[config.mk]
export PLATFORM = sky130hd
export DESIGN_NAME = led_anim_ctrl
export DESIGN_NICKNAME = d
export VERILOG_FILES = /design/src/rtl/led_anim_pkg.sv /design/src/rtl/led_anim_ctrl_step_timer.sv /design/src/rtl/led_anim_ctrl.sv
export SDC_FILE = /design/constraint.sdc
export NUM_CORES = 1
export LEC_CHECK = 0
export CAP_MARGIN = 0
export CELL_PAD_IN_SITES_DETAIL_PLACEMENT = 2
export CELL_PAD_IN_SITES_GLOBAL_PLACEMENT = 2
export CORE_MARGIN = 10
export CORE_UTILIZATION = 36
export CTS_CLUSTER_SIZE = 30
export DETAILED_ROUTE_END_ITERATION = 12
export PLACE_DENSITY_LB_ADDON = 0.1
export SYNTH_ARGS = -nofsm -noshare
export SYNTH_HDL_FRONTEND = slang
export SYNTH_SLANG_ARGS = --single-unit
[constraint.sdc]
create_clock -name clk -period 3.05 [get_ports clk]
set_input_delay 0.61 -clock clk [delete_from_list [all_inputs] [get_ports clk]]
set_output_delay 0.61 -clock clk [all_outputs]
set_load 0.005 [all_outputs]
[src/rtl/led_anim_pkg.sv]
// led_anim_pkg: shared mode encoding, brightness levels and sizing helpers for the LED animator
package led_anim_pkg;

    typedef enum logic [1:0] {
        MODE_CHASE  = 2'd0,
        MODE_FILL   = 2'd1,
        MODE_BOUNCE = 2'd2,
        MODE_COMET  = 2'd3
    } mode_e;

    function automatic int pos_width(int n);
        return $clog2(2 * n);
    endfunction

    function automatic int lvl_full(int w);
        return (1 << w) - 1;
    endfunction

    function automatic int lvl_half(int w);
        return 1 << (w - 1);
    endfunction

    function automatic int lvl_qtr(int w);
        return 1 << (w - 2);
    endfunction

    function automatic int period(mode_e m, int n);
        return m == MODE_FILL ? 2 * n : m == MODE_BOUNCE ? 2 * n - 2 : n;
    endfunction

endpackage

[src/rtl/led_anim_ctrl_step_timer.sv]
// step_timer: prescaler producing one step pulse every max(load,1) enabled cycles
module step_timer
    import led_anim_pkg::*;
#(
    parameter int STEP_W = 16
) (
    input  logic              clk,
    input  logic              rst,
    input  logic              clr,
    input  logic              en,
    input  logic [STEP_W-1:0] load,
    output logic              step
);

    logic [STEP_W-1:0] cnt;
    logic [STEP_W-1:0] lim;

    assign lim  = load == '0 ? STEP_W'(1) : load;
    assign step = en && !clr && cnt >= lim - STEP_W'(1);

    // count enabled cycles; >= lets a lowered load wrap on the next cycle
    always_ff @(posedge clk or posedge rst) begin
        if (rst) cnt <= '0;
        else if (clr) cnt <= '0;
        else if (en) cnt <= step ? '0 : cnt + STEP_W'(1);
    end

endmodule

[src/rtl/led_anim_ctrl.sv]
// led_anim_ctrl: chase/fill/bounce/comet LED animator with step prescaler and PWM dimming
module led_anim_ctrl
    import led_anim_pkg::*;
#(
    parameter int N_LED  = 8,
    parameter int STEP_W = 16,
    parameter int PWM_W  = 5
) (
    input  logic              clk,
    input  logic              rst,
    input  logic [1:0]        mode,
    input  logic              enable,
    input  logic [STEP_W-1:0] step_load,
    output logic [N_LED-1:0]  led_out,
    output logic              frame_done
);

    localparam int PW = pos_width(N_LED);

    mode_e            mode_r;
    logic [PW-1:0]    pos;
    logic [PWM_W-1:0] pwm_cnt;
    logic [N_LED-1:0] pat;
    logic             chg;
    logic             step;
    logic             last;
    int               p;
    int               h;

    assign chg  = mode != mode_r;
    assign p    = int'(pos);
    assign h    = N_LED - 1 - p;
    assign last = p == period(mode_r, N_LED) - 1;

    function automatic int comet_lvl(int i, int hd);
        return i == hd ? lvl_full(PWM_W) :
               i == (hd + 1) % N_LED ? lvl_half(PWM_W) :
               i == (hd + 2) % N_LED ? lvl_qtr(PWM_W) : 0;
    endfunction

    step_timer #(.STEP_W(STEP_W)) u_timer (
        .clk  (clk),
        .rst  (rst),
        .clr  (chg),
        .en   (enable),
        .load (step_load),
        .step (step)
    );

    // decode the current position into the LED pattern of the active mode
    always_comb begin
        pat = '0;
        for (int i = 0; i < N_LED; i++)
            pat[i] = mode_r == MODE_CHASE ? i == h :
                     mode_r == MODE_FILL  ? (p < N_LED ? i >= h : i < 2 * N_LED - 1 - p) :
                     mode_r == MODE_BOUNCE ? (p < N_LED ? i == h : i == p - N_LED + 1) :
                     comet_lvl(i, h) > int'(pwm_cnt);
    end

    // latch mode changes and advance the position; a mode change overrides any step
    always_ff @(posedge clk or posedge rst) begin
        if (rst) begin
            mode_r <= MODE_CHASE;
            pos    <= '0;
        end else if (chg) begin
            mode_r <= mode_e'(mode);
            pos    <= '0;
        end else if (step) begin
            pos <= last ? '0 : pos + PW'(1);
        end
    end

    // free-running PWM counter for comet dimming
    always_ff @(posedge clk or posedge rst) begin
        if (rst) pwm_cnt <= '0;
        else pwm_cnt <= pwm_cnt + PWM_W'(1);
    end

    // register the pattern and the frame wrap pulse; blanked on a mode change
    always_ff @(posedge clk or posedge rst) begin
        if (rst) begin
            led_out    <= '0;
            frame_done <= 1'b0;
        end else begin
            led_out    <= chg ? '0 : pat;
            frame_done <= !chg && step && last;
        end
    end

endmodule

==> results.cfg <==
[synthesis]
synth-async-reset-ratio = 1.00
yosysTopAreaCell = ha_1
yosysMostFrequentCell = ha_1
syn_area_per_cell_sq_um = 8.17
syn_inst = 492
synth_xor_area_frac = 0.0806
synth-compound-area-share = 0.157
synthAdderAreaFrac = 0.249
yosys-top-cells-area = ha_1, dfrtp_1, nand2_1
syn-cell-area_sq_mm = 0.00402
synth_nets = 593
ys_ff_latch = 36
synth-seq-area-share = 0.224
ys_warn_count = 0
yosys.area_share.simple = 0.232
muxShareOfSynthArea = 0.0128
synth_edf_count = 0
synth_top_family_by_area = adder cells
synth.top_cells.by_count = ha_1, nand2_1, nor2_1
synth.distinct_cells = 51
synth_ff_type = dfrtp_1
synth.top_cell.area_share = 0.249

[cells_and_area]
area_growth_pct = 34.3
nets = 679
layout.cells.non_filler = 719
drive_above_1_share = 0.230
fillers = 1151
antennaDiodeCount = 0
design_area_sq_mm = 0.00540

[clock_network]
numCtsBuffers = 5
root_buffer = clkbuf_8
hold_buffers = 0
cts_max_level = 2
cts_tree = done
cts.sinks = 36
clkLatencyLatePin_ns = 0.32
path_clk_slew_ns = 0.09
clk_path_buf_depth = 2

[floorplanning]
ios = 30
core_area_sq_mm = 0.0109
initial_core_util = 0.369
num_rows = 38
die_y_um = 126
die-area_sq_mm = 0.0158
die-width_um = 126

[pwr]
power.leakage_nw = 2.45
seq_power_share = 0.401
p_sw_mw = 0.380
ir_drop_mv = 0.179
switching_share = 0.312
powerDensity_mw_per_mm2 = 225
p_clk_frac = 0.389
combPwrFrac = 0.209
p_int_mw = 0.836

[timing]
post-route-period-util = 1.43
fin_ws_ns = -1.31
drv_slew = 0
fin_crit_ns = 4.36
fin_skew_ns = 0.00960
tns_ns = -23.37
max_freq_ghz = 0.229
setup_viol = 24
relSlewSlack = 0.485
rsz0062_at_grt = true
hold_violations = 0
worst_slew_pin_slew_ns = 0.772

[critical_path]
end_kind = flop
start_kind = input port
cp.arrival_ns = 4.55
setup.worst_path.class = in2reg
crit_required_ns = 3.24
worst-r2r-setup-slack_ns = -0.11
worst-path-max-fanout = 7

[routing]
routedWlPerCell_um = 26.4
dr.pass1.iters = 5
routed_wirelength_um = 19000
vias = 4295
vias_per_cell = 5.97
drtIter0Drc = 345
final_antenna_net_count = 0
drc = 0

[grt]
grt_pass1_wl_um = 26500
grt_usage = 0.205
grt_pass1_vias = 4740
grt-ovfl-total = 0
grt_max_degree = 37
antenna_found_initial = 0

[min_path]
hold_path_class = reg2reg

[placed_design]
place_area_sq_mm = 0.00486
place_hpwl_um = 11300
gp_congestion = 0.820
port_buffers = 29
pre_cts_ws_ns = -1.64
dp_cells = 697

[outcome]
violations = negative setup slack
outcome = finished with violations

[run]
cap_violations = 0
-- final timing paths --
| kind | cells past startpoint | startpoint | to |
|---|---|---|---|
| max | 18 | step_load[10] | pos[2]$_DFFE_PP0P_ |
| min | 1 | pwm_cnt[4]$_DFF_PP0_ | pwm_cnt[4]$_DFF_PP0_ |
| max reg2reg | 11 | pos[2]$_DFFE_PP0P_ | led_out[4]$_DFF_PP0_ |
| min reg2reg | 1 | pwm_cnt[4]$_DFF_PP0_ | pwm_cnt[4]$_DFF_PP0_ |
| max in group asynchronous | 3 | rst | frame_done$_DFF_PP0_ |
| min in group asynchronous | 3 | rst | led_out[6]$_DFF_PP0_ |
-- state kept, by name, summed over array words and instances (netlist names) --
register,count
led_out,8
frame_done,1
u_timer.cnt,16
pos,4
pwm_cnt,5
mode_r,2
-- power groups by stage --
stage	Clock [mW]	Combinational (mW)	Sequential [mW]
floorplan	0	0.0900	0.497
global placement	0	0.193	0.497
detailed placement	0	0.203	0.497
CTS	0.468	0.233	0.488
global route	0.489	0.271	0.489
finish	0.473	0.255	0.488
-- per-stage QoR --
step | power [mW] | hold slack, ns | util
6_report | 1.22 | 0.488 | 0.496
5_1_grt | 1.25 | 0.538 | 0.496
4_1_cts | 1.19 | 0.490 | 0.473
3_5_place_dp | 0.700 | 0.477 | 0.446
3_3_place_gp | 0.690 | 0.467 | 0.446
2_1_floorplan | 0.587 | 0.445 | -
-- cell type report --
type	instances	area (sq um)	area share
clock buffers	5	68.8	0.0127
clock inverters	3	42.5	0.00788
inverters	32	124	0.0229
multi-input cells	409	3270	0.605
flip-flops and latches	36	901	0.167
well taps	140	175	0.0325
repair buffers	94	820	0.152
-- critical path: stages --
cell and delay (ns):
buf_6 0.09, or4_4 0.53, or4_4 0.46, nor3_4 0.24, a31oi_4 0.14, ha_4 0.21, nand3_4 0.11, buf_4 0.13
xor2_1 0.22, ha_1 0.30, nand4_1 0.13, or2_4 0.17, o2bb2ai_4 0.08, o41ai_4 0.43, buf_6 0.20, buf_12 0.15
a21oi_2 0.04, o31ai_1 0.29
-- cell families after synthesis --
logic type               Yosys count
flip-flops                        36
XOR/XNOR                          37
AND/OR/NAND/NOR                  191
multiplexers                       5
buffers and inverters             47
AO/OA/AOI/OAI                     96
adder cells (fa/ha/maj)           80
-- metal layers --
layer / vias up / wire length (um) / GRT usage / part of all wire
li1: 1919 / - / - / -
met1: 2200 / 7800 / 0.247 / 0.41
met2: 126 / 9900 / 0.374 / 0.52
met3: 50 / 582 / 0.0231 / 0.031
met4: 0 / 686 / 0.0542 / 0.036
met5: - / 0 / 0 / 0
-- layout by cell type (no fill, tap or decap), types with 6 or more instances in the layout --
cell type	instances
buf_4	59
ha_1	79
nand4_1	15
nor2_4	11
xor2_1	16
nand2b_1	6
nor2_1	31
nor2b_1	7
nor3_1	7
nand3_1	26
a21oi_1	29
xnor2_1	19
inv_1	29
clkdlybuf4s50_1	25
nand2_1	52
dfrtp_1	36
o21ai_0	20
-- timing repair --
item | CTS | global route
setup endpoints to repair | 21 | 27
pin swaps | 20 | 26
gates cloned | 1 | 0
buffers inserted | 7 | 10
resized for setup | 38 | 54
hold endpoints to repair | 0 | 0
(Power assumes the default switching activity.)
